<file path="src/rtl/uart_sample_loader.sv">
// Pairs received UART bytes little-endian into samples, buffers one frame of N samples,
// then streams the frame over valid/ready. Optional feature macro: BYTE_TIMEOUT_EN.
module uart_sample_loader #(
  parameter int          bit_width = 8,
  parameter int          N         = 32,
  parameter int          SIZE      = 5,
  parameter logic [15:0] TIMEOUT   = 16'd52070
) (
  input  logic                   clk,
  input  logic                   rst_n,
  input  logic [bit_width-1:0]   rx_data_i,
  input  logic                   rx_done_i,
  output logic [2*bit_width-1:0] sample_o,
  output logic                   sample_valid_o,
  input  logic                   sample_ready_i,
  output logic [SIZE-1:0]        sample_idx_o,
  output logic                   frame_last_o,
  output logic                   busy_o,
  output logic                   overrun_o,
  output logic                   timeout_o
);

  typedef enum logic [1:0] {S_FILL, S_LOAD, S_SEND} state_t;

  localparam logic [SIZE-1:0] LAST_IDX = SIZE'(N - 1);

  state_t                 state, state_nxt;
  logic                   byte_sel;
  logic [bit_width-1:0]   low_byte;
  logic [SIZE-1:0]        wr_ptr;
  logic [SIZE-1:0]        rd_ptr;
  logic [2*bit_width-1:0] mem [N];

  logic fill_byte;
  logic store_sample;
  logic frame_done;
  logic xfer;
  logic gap_expired;

  assign fill_byte    = (state == S_FILL) && rx_done_i;
  assign store_sample = fill_byte && byte_sel;
  assign frame_done   = store_sample && (wr_ptr == LAST_IDX);
  assign xfer         = (state == S_SEND) && sample_valid_o && sample_ready_i;

  assign busy_o       = (state != S_FILL);
  assign frame_last_o = sample_valid_o && (sample_idx_o == LAST_IDX);

  always_ff @(posedge clk or negedge rst_n) begin
    if (!rst_n) state <= S_FILL;
    else        state <= state_nxt;
  end

  always_comb begin
    state_nxt = state;
    case (state)
      S_FILL:  if (frame_done) state_nxt = S_LOAD;
      S_LOAD:  state_nxt = S_SEND;
      S_SEND:  if (xfer) state_nxt = (rd_ptr == LAST_IDX) ? S_FILL : S_LOAD;
      default: state_nxt = S_FILL;
    endcase
  end

  // Byte pairing; wr_ptr wraps to 0 by width after the last sample of a frame.
  always_ff @(posedge clk or negedge rst_n) begin
    if (!rst_n) begin
      byte_sel <= 1'b0;
      low_byte <= '0;
      wr_ptr   <= '0;
    end else if (fill_byte) begin
      if (!byte_sel) begin
        low_byte <= rx_data_i;
        byte_sel <= 1'b1;
      end else begin
        byte_sel <= 1'b0;
        wr_ptr   <= wr_ptr + 1'b1;
      end
    end else if (gap_expired) begin
      byte_sel <= 1'b0;
    end
  end

  always_ff @(posedge clk) begin
    if (store_sample) mem[wr_ptr] <= {rx_data_i, low_byte};
  end

  always_ff @(posedge clk or negedge rst_n) begin
    if (!rst_n) begin
      rd_ptr <= '0;
    end else if (frame_done) begin
      rd_ptr <= '0;
    end else if (xfer && (rd_ptr != LAST_IDX)) begin
      rd_ptr <= rd_ptr + 1'b1;
    end
  end

  // Output register stays frozen in S_SEND until the consumer takes the sample.
  always_ff @(posedge clk or negedge rst_n) begin
    if (!rst_n) begin
      sample_o       <= '0;
      sample_idx_o   <= '0;
      sample_valid_o <= 1'b0;
    end else if (state == S_LOAD) begin
      sample_o       <= mem[rd_ptr];
      sample_idx_o   <= rd_ptr;
      sample_valid_o <= 1'b1;
    end else if (xfer) begin
      sample_valid_o <= 1'b0;
    end
  end

  always_ff @(posedge clk or negedge rst_n) begin
    if (!rst_n) overrun_o <= 1'b0;
    else        overrun_o <= rx_done_i && (state != S_FILL);
  end

`ifdef BYTE_TIMEOUT_EN
  logic [15:0] gap_cnt;

  assign gap_expired = (state == S_FILL) && byte_sel && !rx_done_i && (gap_cnt == TIMEOUT);

  // Counts idle cycles while a low byte waits for its partner.
  always_ff @(posedge clk or negedge rst_n) begin
    if (!rst_n) begin
      gap_cnt   <= '0;
      timeout_o <= 1'b0;
    end else begin
      timeout_o <= gap_expired;
      if ((state != S_FILL) || !byte_sel || rx_done_i || gap_expired) gap_cnt <= '0;
      else                                                            gap_cnt <= gap_cnt + 16'd1;
    end
  end
`else
  logic unused_timeout;

  assign unused_timeout = ^TIMEOUT;
  assign gap_expired    = 1'b0;
  assign timeout_o      = 1'b0;
`endif

endmodule

</file>
<file path="config.mk">
export PLATFORM = sky130hd
export DESIGN_NAME = uart_sample_loader
export DESIGN_NICKNAME = d
export VERILOG_FILES = /design/src/rtl/uart_sample_loader.sv
export SDC_FILE = /design/constraint.sdc
export NUM_CORES = 1
export LEC_CHECK = 0
export CORE_AREA = 2 2 184 204
export DETAILED_ROUTE_END_ITERATION = 7
export DIE_AREA = 0 0 186 206
export HOLD_SLACK_MARGIN = 0.02
export PLACE_DENSITY = 0.8
export SLEW_MARGIN = 20
export SYNTH_ARGS = -nofsm -noshare
export SYNTH_HDL_FRONTEND = slang
export SYNTH_SLANG_ARGS = --single-unit
</file>
<file path="constraint.sdc">
create_clock -name clk -period 4.6 [get_ports clk]
set_input_delay 0.92 -clock clk [delete_from_list [all_inputs] [get_ports clk]]
set_output_delay 0.92 -clock clk [all_outputs]
set_load 0.01 [all_outputs]
</file>
After elaboration in Yosys (flattened, before gate mapping). Memories as Yosys holds them, arrays and structs flattened. A register that Yosys moved wholly into a read port is not among the register bits. Cells that the tools add are included.

Bitwise operators: 1. Add/sub/neg operators: 2. Reduce and logical (&&, ||, !) cells: 16. Equal/unequal tests: 8. Multiplexer cells: 11.

Operator list (count): equality test 5 bit (second input constant) (3); adder 5 x 1 -> 5 bit (second input constant) (2); 2-to-1 mux 5 bit (2); logical AND 1 bit (8); 2-to-1 mux 1 bit (6); case mux 2 bit (3 select lines) (1); AND reduction 2 bit (3); nonzero test 2 bit (3); != test 5 bit (second input constant) (1); 2-to-1 mux 2 bit (2); != test 2 bit (second input constant) (2); equality test 2 x 1 -> 1 bit (second input constant) (1); equality test 2 bit (second input constant) (1); zero test 2 bit (1); zero test 1 bit (1); NOT 1 bit (1).

Register bits: 28. Memory bits (writable): 512. Memories: 1.

Memory list: mem (depth 32, width 16, read ports 1, clocked after memory_dff 1, write ports 1, line 32) `logic [2*bit_width-1:0] mem [N];`.

Longest topological paths before layout.
Depth after elaboration: 6. Gate-level depth with buffers: 9. Depth with buffers taken out: 7.

Worst setup path before layout. OpenSTA, ideal clock, no wires.

Kind: input to register. Start point: in rx_done_i. End point: mem mem[31][0] in the netlist's numbering, enable pin. Data required time: 4.212 ns. Data arrival time: 2.149 ns. Stages on the path: 4. Slack: 2.062 ns. Cell sequence: and3_1 buf_2 nand2_1 nor2_1.

Word-level cells in the longest chain between the ends: 4.

Ends and longest elaborated chain: from (decl) (line 12) `input logic rx_done_i,`; logical AND 1 bit (line 40) `assign fill_byte = (state == S_FILL) && rx_done_i;`; logical AND 1 bit (line 41) `assign store_sample = fill_byte && byte_sel;`; 2-to-1 mux 1 bit (line 83) `if (store_sample) mem[wr_ptr] <= {rx_data_i, low_byte};`; 2-to-1 mux 1 bit (implied by the code) (line 83); to (decl) (line 32).

Every way passes these cells.

Worst setup path after layout.
Start point: reg state[1]. End point: out busy_o.

Word-level cells in the longest chain between the ends: 1.

Ends and longest elaborated chain: from (decl) (line 27) `state_t state, state_nxt;`; from (signal assigned) (line 50) `else state <= state_nxt;`; nonzero test 2 bit (line 45) `assign busy_o = (state != S_FILL);`; to (decl) (line 18) `output logic busy_o,`.

Every way passes these cells.

==> metrics <==
crit end category=primary output; Final Cycle Share=between 60% and 70%; I/O Pins=38; global-route wire length before repair=74,700 µm; hold slack=between 0.1 and 0.15 ns; DRC=0; Die X=186 µm; Synth area leader=edfxtp_1; cell depth of the worst setup path=3; Initial Util=between 50% and 60%; Die Span Y=206 µm; Cell Count, Final, Fillers Out=1,733; worst endpoint required time=3.68 ns; drt via density=about 6.5; mapped cell area=between 0.02 and 0.025 mm²; initial antenna violation count=0; DRT iter0 DRCs=1,658; Power per Cell Area=593 mW/mm²; Slew Viols, Final=0; FILL cells=around 2,300; TritonCTS clock tree=yes; total leakage power=8.33 nW; CP max stage delay=about 0.57 ns; vias in the first global route=11,200; startpoint types=register; Cells after Synth=1,115; Final Setup Violations=0; # diodes=0; Clock Path Buffers=3; Net Count, Synth=approximately 1,100; register area share after synthesis=76.6%; post-cts hold buffer count=0; DP Area=0.0226 mm²; R2R Setup Slk=1.61 ns; CP Class=register to primary output; Hold Crit Class=primary input to async pin; post-synth cell types=36; total of max-cap violations=0; Setup Skew=0.0196 ns; most common cell in the synthesized netlist=edfxtp_1; GRT Total Usage=27.5%; share of layout cells above drive strength 1=18.3%; port bufs=36; Clock transition at path regs=around 0.060 ns; Area Overhead vs Synth=12.9%; GPL Wtd Cong=0.897; Synth top cells by count=edfxtp_1, mux2i_1, a22oi_1, mux4_2, dfrtp_1; CTS resizes=0; Least-Margin Pin Slew=about 1.1 ns; pin count of the biggest net entering global routing=72; Yosys warning total=0; Worst Path Max Fanout=6; Final min period=3.06 ns; Worst R2R Path Depth=5; die area=around 0.038 mm²; post-CTS setup repair buffer count=0; final hold violation count=0; crit path cell chain=nor2_1 > inv_1 > clkdlybuf4s50_1; row count=74; post-route setup TNS=0 ns; WL/cell=29.1 µm; clk_lat worst skew=0.57 ns; Synth Flop Type=edfxtp_1; Nets=roughly 1,200; Top delay family on crit path=buffers and inverters; Avg Cell Area, Syn=19.3 µm²; Buf+Inv Stages, Crit Path=2; post-synthesis async set-or-reset flop share=under 10%; Root Buffer Master=clkbuf_16; # clock sinks=556; Post-synth EDFFs=512; largest cells by area after synthesis=edfxtp_1, mux4_2, mux2i_1, dfrtp_1, a22oi_1; Peak VDD IR=around 0.53 mV; dpl cells=roughly 1,600; status=finished, final reports clean; core area=0.0366 mm²; Overflow after GRT=0; critical path's slowest cell=nor2_1; Yosys top cell area share=between 70 and 80%; #FFs+latches synth=556; Worst slew margin=roughly 25%; fin area=0.0243 mm²; unrepaired setup endpoints after global routing=no; dpl hpwl=29,500 µm; CTS H-tree lvls=2; Max Clk Rate=0.327 GHz; CP arrival=roughly 2.1 ns; Routed Antenna Nets=0; drt first pass iters=6; drt total wl=50,500 µm; via count=11,300; total CTS buffers=52
[state kept, by name, indices dropped and copies added, names as in the netlist]
name and flops:
byte_sel 1, low_byte 8, mem 512, overrun_o 1, rd_ptr 5, sample_idx_o 5, sample_o 16, sample_valid_o 1
state 2, wr_ptr 5
[path summary, 6_finish.rpt]
check / to / startpoint
max: busy_o / state[1]
min: overrun_o / rst_n
max reg2reg: mem[13][12] / state[1]
min reg2reg: byte_sel / byte_sel
max in group asynchronous: rd_ptr[0] / rst_n
min in group clk: byte_sel / byte_sel
[worst reg2reg max path, stage by stage, from the launching register on]
cell	delay (ns)
dfrtp_1	0.42
nor2_1	0.57
and3_1	0.49
nand2_1	0.42
nor2_1	0.48
buf_4	0.30
[area by class of cell]
type / instances / area, µm² / share of cell area, %
Clock buffer: 70 / 1440 / 5.93
Clock inverter: 26 / 263 / 1.08
Inverter: 3 / 11.3 / 0.0464
Multi-Input combinational cell: 491 / 4660 / 19.2
Sequential cell: 556 / 16500 / 67.9
Tap cell: 494 / 618 / 2.55
Timing Repair Buffer: 93 / 798 / 3.29
[layer usage]
| layer | up-vias | wire length [µm] | global-route usage [%] |
|---|---|---|---|
| met2 | 719 | 25400 | 45.1 |
| li1 | 4658 | - | - |
| met4 | 0 | 2290 | 12.5 |
| met3 | 111 | 4720 | 4.42 |
| met1 | 5777 | 18000 | 36.9 |
| met5 | - | 0 | 0 |
[power by group]
part | internal [mW] | switching, mW | total (mW) | leakage (nW)
Sequential | 6.18 | 0.360 | 6.54 | 5.17
Clock | 2.52 | 1.77 | 4.29 | 0.833
Combinational | 1.42 | 2.14 | 3.56 | 2.32
Total | 10.1 | 4.27 | 14.4 | 8.33
[logic make-up (layout without fill, tap and decap cells)]
logic type,Yosys count,in the layout,synth area share [%]
xor+xnor,7,7,0.285
fa+ha+maj,7,7,0.407
flops,556,556,76.6
buf+inv,68,192,1.82
compound gates,148,148,4.77
mux,205,205,13.3
other cells,1,1,0.0174
simple gates,123,123,2.74
[stage by stage]
step	total power, mW	setup WS [ns]	utilization (%)
floorplan	8.87	2.06	-
global placement	10.0	1.37	61.7
detailed placement	10.2	1.29	61.7
CTS	14.4	1.51	66.4
global route	14.8	1.46	66.4
finish	14.4	1.54	66.4
[layout by cell type, fill, tap and decap left out, drive strengths merged, types with 5 or more instances in the layout]
cell type      synthesis  final
a21oi                 35     35
a22oi                 96     96
a31oi                 16     16
and3                  19     19
buf                   37     65
bufinv                 0      6
clkbuf                28     70
clkdlybuf4s50          0     28
clkinv                 0     20
dfrtp                 44     44
edfxtp               512    512
ha                     7      7
mux2                  13     13
mux2i                128    128
mux4                  64     64
nand2                 35     35
nand3b                 5      5
nor2                  42     42
nor2b                  5      5
xnor2                  5      5
(Power assumes the default switching activity.)
